--- config.mk ---
export PLATFORM = sky130hd
export DESIGN_NAME = weight_credit_tracker
export DESIGN_NICKNAME = d
export VERILOG_FILES = /design/src/rtl/weight_rr_pkg.sv /design/src/rtl/weight_onehot_enc.sv /design/src/rtl/weight_credit_tracker.sv
export SDC_FILE = /design/constraint.sdc
export NUM_CORES = 1
export LEC_CHECK = 0
export BUFFER_PORTS_ARGS = -buffer_cell sky130_fd_sc_hd__buf_2
export CAP_MARGIN = 20
export CORE_ASPECT_RATIO = 1.1
export CORE_UTILIZATION = 35
export DETAILED_ROUTE_END_ITERATION = 8
export MAX_ROUTING_LAYER = met4
export SLEW_MARGIN = 10
export SYNTH_ARGS = -nofsm -noshare
export SYNTH_HDL_FRONTEND = slang
export SYNTH_SLANG_ARGS = --single-unit
--- constraint.sdc ---
create_clock -name clk -period 12.6 [get_ports clk]
set_input_delay 3.15 -clock clk [delete_from_list [all_inputs] [get_ports clk]]
set_output_delay 3.15 -clock clk [all_outputs]
set_load 0.05 [all_outputs]
--- src/rtl/weight_rr_pkg.sv ---
// Shared types and constants for the weighted round-robin credit tracker and its arbiter.
package weight_rr_pkg;

    typedef enum logic [0:0] {
        IDLE  = 1'b0,
        SERVE = 1'b1
    } state_e;

    localparam int WEIGHT_RST = 1;

    // A single-channel build still needs a 1-bit index port.
    function automatic int idx_width(input int channels);
        return (channels > 1) ? $clog2(channels) : 1;
    endfunction

endpackage

--- src/rtl/weight_onehot_enc.sv ---
// One-hot to index encoder: the highest set bit wins. The multi flag marks grants with more than one bit set.
module weight_onehot_enc
    import weight_rr_pkg::*;
#(
    parameter int CHANNELS = 8,
    localparam int IDX_W = idx_width(CHANNELS)
) (
    input  logic [CHANNELS-1:0] onehot,
    output logic [IDX_W-1:0]    idx,
    output logic                any,
    output logic                multi
);

    // Scanning upward lets later (higher) set bits overwrite earlier ones.
    always_comb begin
        idx = '0;
        for (int i = 0; i < CHANNELS; i++) begin
            if (onehot[i]) begin
                idx = IDX_W'(i);
            end
        end
    end

    assign any   = |onehot;
    assign multi = |(onehot & (onehot - CHANNELS'(1)));

endmodule

--- src/rtl/weight_credit_tracker.sv ---
// Per-channel weight table and credit counter for the WRR arbiter; pulses done when a grant's credit runs out.
// Define ONEHOT_CHECK_EN to build the registered multi-hot grant check that drives onehot_err.
module weight_credit_tracker
    import weight_rr_pkg::*;
#(
    parameter int WIDTH    = 32,
    parameter int CHANNELS = 8,
    localparam int IDX_W   = idx_width(CHANNELS)
) (
    input  logic                clk,
    input  logic                reset,
    input  logic                wr_en,
    input  logic [IDX_W-1:0]    wr_idx,
    input  logic [WIDTH-1:0]    wr_data,
    input  logic                grant_valid,
    input  logic [CHANNELS-1:0] grant_onehot,
    input  logic                beat,
    output logic                busy,
    output logic [WIDTH-1:0]    credit,
    output logic [IDX_W-1:0]    cur_idx,
    output logic [WIDTH-1:0]    cur_weight,
    output logic                done,
    output logic                onehot_err
);

    state_e               state;
    logic [WIDTH-1:0]     weight [CHANNELS];
    logic [IDX_W-1:0]     enc_idx;
    logic                 enc_any;
    logic                 enc_multi;
    logic                 grant_take;
    logic [WIDTH-1:0]     grant_weight;

    weight_onehot_enc #(
        .CHANNELS (CHANNELS)
    ) u_enc (
        .onehot (grant_onehot),
        .idx    (enc_idx),
        .any    (enc_any),
        .multi  (enc_multi)
    );

    assign grant_take   = (state == IDLE) && grant_valid && enc_any;
    assign grant_weight = weight[enc_idx];
    assign busy         = (state == SERVE);

    // Weight table: the grant path reads the pre-write value on a same-cycle collision.
    always_ff @(posedge clk) begin
        if (!reset) begin
            for (int i = 0; i < CHANNELS; i++) begin
                weight[i] <= WIDTH'(WEIGHT_RST);
            end
        end else if (wr_en && (int'(wr_idx) < CHANNELS)) begin
            weight[wr_idx] <= wr_data;
        end
    end

    always_ff @(posedge clk) begin
        if (!reset) begin
            state      <= IDLE;
            credit     <= '0;
            cur_idx    <= '0;
            cur_weight <= '0;
            done       <= 1'b0;
        end else begin
            done <= 1'b0;
            if (state == IDLE) begin
                if (grant_take) begin
                    cur_idx    <= enc_idx;
                    cur_weight <= grant_weight;
                    credit     <= grant_weight;
                    // A zero-weight channel is skipped immediately via done.
                    if (grant_weight != '0) begin
                        state <= SERVE;
                    end else begin
                        done <= 1'b1;
                    end
                end
            end else if (beat) begin
                credit <= credit - WIDTH'(1);
                if (credit == WIDTH'(1)) begin
                    state <= IDLE;
                    done  <= 1'b1;
                end
            end
        end
    end

`ifdef ONEHOT_CHECK_EN
    always_ff @(posedge clk) begin
        if (!reset) begin
            onehot_err <= 1'b0;
        end else begin
            onehot_err <= grant_take && enc_multi;
        end
    end
`else
    logic unused_enc_multi;
    assign unused_enc_multi = enc_multi;
    assign onehot_err       = 1'b0;
`endif

endmodule

==> metrics, run 1 <==
syn avg cell area=11.5 um2; Horiz. Die Dim=197 um; critical path class=in2reg; row count=78; Static Leakage=6.25 nW; most common cell after layout, fill and taps aside=edfxtp_1; Psw=714 uW; Final Cycle Share=48.5%; Critical Path Fanout Max=33; startpoint type of the worst setup path=input pin; r2r setup slk=around 9.4 ns; GRT overflow=0; wire length per cell=21.0 um; CP Capture Type=flop; Worst Tran Pin Value=a little under 1 ns; Layout fillers=roughly 3.9k; fin nets=1422; Die Y=217 um; post-synthesis cell type count=64; unrepaired setup endpoints after global routing=no; first-pass iteration count of the detailed router=7; Post-CTS Setup Bufs=0; CP Data Arrival Time=roughly 6.5 ns; cts repair resizes=0; Hold/Removal Path Class=reg2reg; PD cells=153 nW/um2; initial antenna violation count=2; root buf cell=clkbuf_16; Synth area leader=edfxtp_1; core area=slightly above 40000 um2; TritonCTS Buffers=35; via count=10.5k; Synth area leaders=edfxtp_1, and2_1, dfxtp_1, a21oi_1, mux2i_1; Warnings, synthesis=0; HPWL after DPL=27500 um; Final setup viols=0; final setup TNS=0 ns; switching share of power=between 20% and 30%; Async SR Flop Fraction=0%; fin util=41.6%; vias in the first global route=just under 10k; total track usage=about 20%; die area=42800 um2; Post-synth EDFFs=approximately 260; TritonCTS clock tree=built; internal power=1.92 mW; IO Count=between 100 and 150; overall power=2.63 mW; Synth Cell Area=14700 um2; Max Slew Vio Count=0; hold slack=approximately 0.45 ns; syn_nets=1327; final hold vios=0; max-cap viol count=0; top-area cell type share of the netlist area=between 50% and 60%; clock tree buffer depth=3; GPL Wtd Cong=~0.90; latest clock arrival within the worst-skew pair=0.52 ns; worst slew margin relative to its limit=35.3%; sequential share of power=48.0%; Peak VDD IR=72.2 uV; DRC=0; DRT iter0 DRCs=about 940; Starting Density=35.6%; Routed WL=41200 um; skew final=0.0150 ns; clk slew on worst S/H paths=0.06 ns; largest net degree at the start of global routing=68; required time of the critical path=12.97 ns; Tmin final=6.12 ns; fmax=~160 MHz; CTS sink cnt=325; flops & latches, synth=325; Via density=about 5.4; Clock power frac=between 30% and 40%; H-tree depth=2; global-route wire length before repair=61500 um; run status=finished clean; Port-buffer cells=116; hold_buf cts=0; most frequent cells in the layout=edfxtp_1, and2_1, buf_2; register area=9070 um2; Routed Antenna Nets=0; layout cells sized above 1=approximately 17%; sequential fraction of the synthesis area=approximately 62%; Post-Syn Instances=1277; multi-input combinational cell area=5330 um2; combinational power share=13.9%; Most used DFF post-synth=edfxtp_1; Area growth syn-to-layout=17.0%
## cells by family (layout without fill, tap and decap cells)
logic type / after synthesis / in the layout / share of synthesized area [%]
AND/OR/NAND/NOR: 519 / 519 / 19.2
XOR/XNOR: 1 / 1 / 0.0597
buffers and inverters: 101 / 221 / 2.74
adder cells (fa/ha/maj): 2 / 2 / 0.170
multiplexers: 53 / 53 / 3.78
AO/OA/AOI/OAI: 275 / 275 / 12.3
other: 1 / 3 / 0.0255
flip-flops: 325 / 325 / 61.8
## layout make-up
type,count,share of cell area [%]
Inverter,17,0.371
Clock buffer,48,5.94
Sequential cell,325,52.8
Multi-Input combinational cell,851,31.0
Timing Repair Buffer,142,5.21
Tap cell,560,4.08
Antenna cell,2,0.0291
Clock inverter,14,0.590
## metal layers
layer	global-route usage (%)	part of all wire, %	vias to the layer above
met5	-	0	-
met4	5.06	2.0	0
li1	-	-	4863
met1	27.5	44	5106
met3	3.15	8.0	61
met2	30.1	46	472
## cell usage after synthesis (all sizes together), types with 3 or more instances
| library cell | number |
|---|---|
| a211oi | 14 |
| nand3 | 7 |
| mux2 | 16 |
| clkbuf | 72 |
| mux2i | 37 |
| a21oi | 79 |
| and2 | 254 |
| o21ai | 56 |
| o41ai | 3 |
| inv | 16 |
| a22o | 12 |
| o32ai | 3 |
| edfxtp | 256 |
| nand2 | 95 |
| nor2 | 71 |
| a22oi | 12 |
| or3 | 15 |
| o31ai | 4 |
| nor3 | 31 |
| o22ai | 32 |
| a31oi | 3 |
| o21a | 5 |
| or2 | 3 |
| buf | 12 |
| nand2b | 15 |
| a221oi | 7 |
| a221o | 4 |
| nor2b | 4 |
| o2bb2ai | 4 |
| a222oi | 12 |
| dfxtp | 69 |
| o221ai | 13 |
| nor4 | 12 |
| nand4 | 3 |
## flip-flops by register name, indices dropped and copies added, names as in the netlist
signal      count
weight        256
busy            1
credit         32
done            1
cur_weight     32
cur_idx         3
## power groups by stage
stage                     combinational, mW  sequential [mW]  clock [mW]
after floorplan                       0.170             1.35           0
after global placement                0.355             1.29           0
after detailed placement              0.365             1.29           0
after CTS                             0.366             1.26        1.02
after global routing                  0.392             1.27        1.06
final                                 0.367             1.27        1.00
## path summary, 6_finish.rpt
kind / from / endpoint / cells past startpoint
max: grant_onehot[6] / busy / 10
min: cur_weight[17] / cur_weight[17] / 2
max reg2reg: busy / credit[18] / 10
min reg2reg: cur_weight[17] / cur_weight[17] / 2
## critical path, cell delays in order
cell	delay [ns]
buf_2	0.44
inv_2	0.20
a21oi_2	0.21
and2_2	0.79
mux2_2	0.42
a221o_1	0.38
nor4_1	0.35
nand4_1	0.19
o31ai_1	0.23
a21oi_1	0.09
## through the flow
| step | worst slack [ns] | area [um2] | std cells |
|---|---|---|---|
| finish | 6.48 | 17200 | 1959 |
| global route | 6.22 | 17200 | 1958 |
| CTS | 6.42 | 17200 | 1956 |
| detailed placement | 5.88 | 16000 | 1894 |
| global placement | 5.95 | 15900 | 1887 |
| floorplan | 6.36 | 14700 | 1277 |
Note: power is estimated with default switching activity, not from simulation.
==> inputs of run 2 (changes only) <==
- clock period: 12.6 -> 6.12 ns (I/O delays scaled with it)
==> run 2 against run 1 <==
  * Hold slack about the same
  * Worst setup slack worse by 4.6 ns
  * Clock skew barely moved
  * Design area about the same
  * Sequential share of layout area about the same
  * Die area unchanged
  * Final cell count increased by 0.26%
  * Critical path type unchanged
==> metrics, run 2 (synthesized netlist as in run 1, its figures left out) <==
clk slew on worst S/H paths=0.06 ns (about the same); DRC=0 (unchanged); Tmin final=4.27 ns; max-cap viol count=0 (unchanged); DRT iter0 DRCs=905 (-4.1%); biggest regs=weight: 256 flops, credit: 32 flops, cur_weight: 32 flops; CP Data Arrival Time=4.64 ns (-1.84 ns); unrepaired setup endpoints after global routing=no; initial antenna violation count=3 (+1); reg2reg start=busy; Peak VDD IR=131 uV (+81%); combinational power share=13.9% (about the same); Top reg by flops=weight; GPL Wtd Cong=0.884 (-1.9%); Routed WL=41000 um (-0.63%); Die Y=217 um (unchanged); switching share of power=26.9% (-0.14 points); clock tree buffer depth=3 (unchanged); internal power=3.95 mW (+110%); layout cells sized above 1=17.1% (+0.094 points); global-route wire length before repair=62100 um (+1.0%); r2r setup slk=3.20 ns (-6.18 ns); required time of the critical path=6.49 ns (-6.48 ns); fin nets=1426 (+0.28%); run status=finished clean; multi-input combinational cell area=5330 um2 (unchanged); Static Leakage=6.24 nW (about the same); Layout fillers=3870 (+0.52%); wire length per cell=20.9 um (-0.88%); root buf cell=clkbuf_16; PD cells=315 nW/um2 (+110%); worst slew margin relative to its limit=31.8% (-3.5 points); Routed Antenna Nets=0 (unchanged); Final Cycle Share=69.7%; sequential share of power=48.1% (about the same); worst setup path startpoint=grant_onehot[6]; CTS sink cnt=325 (unchanged); Max Slew Vio Count=0 (unchanged); largest net degree at the start of global routing=68 (unchanged); fmax=234 MHz; Port-buffer cells=116 (unchanged); Final setup viols=0 (unchanged); register area=9070 um2 (unchanged); Worst Tran Pin Value=1.02 ns (+0.0486 ns); die area=42800 um2 (unchanged); Starting Density=35.6% (unchanged); final hold vios=0 (unchanged); Area growth syn-to-layout=16.9% (about the same); IO Count=118 (unchanged); HPWL after DPL=27300 um (-0.90%); Horiz. Die Dim=197 um (unchanged); most frequent cells in the layout=edfxtp_1, and2_1, buf_2; cts repair resizes=0 (unchanged); via count=10.4k (-0.93%); skew final=0.0152 ns (+0.000166 ns); Clock power frac=38.0% (about the same); final setup TNS=0 ns (unchanged); hold_buf cts=0 (unchanged); latest clock arrival within the worst-skew pair=0.53 ns (about the same); core area=41300 um2 (unchanged); total track usage=19.8% (about the same); Via density=5.30 (-1.2%); hold_sp=cur_weight[15]; CP Capture Type=flop; startpoint type of the worst setup path=input pin; Hold/Removal Path Class=reg2reg; Psw=1.46 mW (+100%); H-tree depth=2 (unchanged); row count=78 (unchanged); vias in the first global route=9883 (+0.55%); Critical Path Fanout Max=25 (-24%); TritonCTS Buffers=34 (-2.9%); most common cell after layout, fill and taps aside=edfxtp_1; Post-CTS Setup Bufs=0 (unchanged); critical path class=in2reg; first-pass iteration count of the detailed router=6 (-1); overall power=5.41 mW (+110%); max reg flops=256 (unchanged); GRT overflow=0 (unchanged); TritonCTS clock tree=built
==> run 2: layout make-up <==
type | instances | share of cell area (%)
sequential | 325 | 52.8
multi-input combinational | 851 | 31.0
clock buffer | 48 | 5.75
timing repair buffer | 147 | 5.23
tap | 560 | 4.08
clock inverter | 13 | 0.671
inverter | 17 | 0.372
antenna | 3 | 0.0437
==> run 2: worst paths after layout <==
path / to / cells after the start
min: cur_weight[15] / 2
max: busy / 10
max reg2reg: credit[8] / 8
min reg2reg: cur_weight[15] / 2
==> run 2: through the flow <==
step                      area (um2)  hold slack, ns  std cells  setup slack (ns)  utilization [%]
after global routing           17200           0.469       1964              1.70             41.6
after floorplan                14700           0.619       1277              1.50                -
after global placement         15900           0.440       1894              1.31             38.6
after CTS                      17200           0.453       1961              1.90             41.6
final                          17200           0.451       1964              1.85             41.6
after detailed placement       16100           0.444       1900              1.35             38.9
==> run 2: worst max-delay path: stages <==
cell     delay, ns
buf_2         0.43
inv_2         0.20
a21oi_2       0.22
and2_2        0.57
mux2_4        0.35
a221o_1       0.39
nor4_1        0.29
nand4_1       0.24
o31ai_1       0.31
a21oi_1       0.10
==> run 2: metal layers <==
metal,global-route usage (%),part of all wire (%)
met5,-,0
met2,29.8,46
met4,5.50,2.2
met1,27.6,44
met3,3.01,7.9
==> run 2: power by group through the flow <==
| stage | clock network [mW] | logic [mW] | registers [mW] |
|---|---|---|---|
| after floorplan | 0 | 0.350 | 2.78 |
| after global placement | 0 | 0.734 | 2.65 |
| after detailed placement | 0 | 0.749 | 2.65 |
| after CTS | 2.09 | 0.752 | 2.60 |
| after global routing | 2.17 | 0.808 | 2.62 |
| final | 2.06 | 0.752 | 2.60 |
==> inputs of run 3 (changes only) <==
- clock period: 6.12 -> 3.8 ns (I/O delays scaled with it)
==> run 3 against run 2 <==
  * Critical path depth up 1
  * Total power is 63% higher
  * Highest routed layer unchanged
  * Register-to-register slack got worse by 2.1 ns
  * Design area increased by 1.5%
  * Die area unchanged
  * Critical path type unchanged
==> metrics, run 3 (synthesized netlist as in run 1, its figures left out) <==
max-cap viol count=0 (unchanged); Max Slew Vio Count=0 (unchanged); via count=10.5k (+1.2%); latest clock arrival within the worst-skew pair=0.53 ns (about the same); final hold vios=0 (unchanged); Routed Antenna Nets=0 (unchanged); r2r setup slk=1.06 ns (-2.14 ns); cts repair resizes=0 (unchanged); Port-buffer cells=116 (unchanged); Starting Density=35.6% (unchanged); Static Leakage=6.41 nW (+2.7%); root buf cell=clkbuf_16; Post-DP Area=16300 um2 (+1.5%); fin util=42.2% (+0.63 points); vias in the first global route=10.1k (+2.5%); DRC=0 (unchanged); row count=78 (unchanged); Tmin final=~3.4 ns; Via density=5.25 (-0.95%); GR Util met2=30.3% (+0.49 points); most used routing layer=met2; hold_buf cts=0 (unchanged); TritonCTS clock tree=built; register area=9070 um2 (unchanged); critical path class=in2reg; final setup TNS=0 ns (unchanged); first-pass iteration count of the detailed router=5 (-1); max reg flops=256 (unchanged); Critical path destination=busy; worst setup path startpoint=grant_onehot[6]; IO Count=118 (unchanged); H-tree depth=2 (unchanged); clk slew on worst S/H paths=0.06 ns (about the same); die area=42800 um2 (unchanged); DRT iter0 DRCs=987 (+9.1%); core area=41300 um2 (unchanged); Final Cell Area=17400 um2 (+1.5%); CTS sink cnt=325 (unchanged); wire length per cell=20.6 um (-1.0%); reg-to-reg critical path endpoint=credit[31]; GPL Wtd Cong=0.912 (+3.1%); Worst Tran Pin Value=1.00 ns (-0.0171 ns); Routed WL=41400 um (+1.1%); run status=finished clean; CP Capture Type=flop; largest net degree at the start of global routing=57 (-16%); CP Data Arrival Time=3.76 ns (-0.88 ns); grt met3 use=3.33% (+0.33 points); multi-input combinational cell area=5330 um2 (unchanged); Layout fillers=3914 (+1.1%); unrepaired setup endpoints after global routing=no; fmax=296 MHz; biggest regs=weight: 256 flops, credit: 32 flops, cur_weight: 32 flops; initial antenna violation count=5 (+2); Critical Path Fanout Max=18 (-28%); layout cells sized above 1=19.1% (+2.1 points); Top reg by flops=weight; Peak VDD IR=216 uV (+65%); PD cells=506 nW/um2 (+61%); worst slew margin relative to its limit=33.0% (+1.1 points); Post-CTS Setup Bufs=0 (unchanged); Final setup viols=0 (unchanged); HPWL after DPL=28400 um (+4.0%); GRT overflow=0 (unchanged); Horiz. Die Dim=197 um (unchanged); met1 Usage GRT=27.1% (-0.55 points); reg2reg start=credit[6]; Area growth syn-to-layout=18.7%; Hold/Removal Path Class=reg2reg; most frequent cells in the layout=edfxtp_1, and2_1, buf_2; fin nets=1467 (+2.9%); required time of the critical path=4.18 ns (-2.31 ns); TritonCTS Buffers=34 (unchanged); startpoint type of the worst setup path=input pin; Die Y=217 um (unchanged); total track usage=19.8% (+0.058 points); clock tree buffer depth=3 (unchanged); overall power=8.82 mW (+63%); Worst Hold Depth=2 (unchanged); FF-to-FF path depth=9 (+1); Final Cycle Share=roughly nine tenths; global-route wire length before repair=62500 um (+0.68%); most common cell after layout, fill and taps aside=edfxtp_1; skew final=0.0197 ns (+0.00457 ns)
## run 3: changes by cell type in the layout (fill, tap and decap cells not counted), sizes merged
cell | previous run | this run
clkinvlp | 1 | 0
diode | 3 | 5
clkbuf | 48 | 46
inv | 15 | 17
buf | 147 | 188
bufinv | 2 | 5
clkinv | 12 | 10
## run 3: worst min path at each step
| stage | slack [ns] | endpoint | startpoint |
|---|---|---|---|
| after CTS | 0.45 | cur_weight[12] | cur_weight[12] |
| after detailed placement | 0.44 | cur_weight[31] | cur_weight[31] |
| after global placement | 0.44 | cur_weight[18] | cur_weight[18] |
| final | 0.45 | cur_weight[12] | cur_weight[12] |
| after global routing | 0.47 | cur_weight[21] | cur_weight[21] |
| after floorplan | 0.62 | cur_weight[16] | weight[3][16] |
## run 3: per-stage QoR
step / instances / hold slack (ns) / worst slack, ns
floorplan: 1277 / 0.619 / -0.236
global placement: 1940 / 0.440 / -0.0388
detailed placement: 1940 / 0.444 / -0.0430
CTS: 2001 / 0.452 / 0.508
global route: 2007 / 0.473 / 0.442
finish: 2007 / 0.450 / 0.420
## run 3: worst max-delay path, stage by stage
cell     delay [ns]
buf_2          0.16
inv_2          0.12
a21oi_2        0.19
and2_2         0.22
buf_4          0.29
mux2_2         0.38
o21a_1         0.16
nor4_1         0.67
nand4_1        0.23
o31ai_1        0.26
a21oi_1        0.10
## run 3: cell type report
class | instances | area share (%)
Sequential cell | 325 | 52.0
Multi-Input combinational cell | 851 | 30.6
Timing Repair Buffer | 188 | 6.58
Clock buffer | 46 | 5.14
Tap cell | 560 | 4.02
Clock inverter | 15 | 1.21
Inverter | 17 | 0.366
Antenna cell | 5 | 0.0718
## run 3: layer usage
| metal | part of all wire [%] | vias to the layer above |
|---|---|---|
| met3 | 6.9 | 57 |
| met2 | 46 | 380 |
| met5 | 0 | - |
| met1 | 45 | 5138 |
| met4 | 2.5 | 0 |
| li1 | - | 4956 |
## run 3: power by group
part           switching (mW)  leakage, nW  internal (mW)
Sequential              0.129         3.03           4.08
Clock                    1.37        0.533           2.00
Combinational           0.866         2.86          0.375
Total                    2.36         6.41           6.46
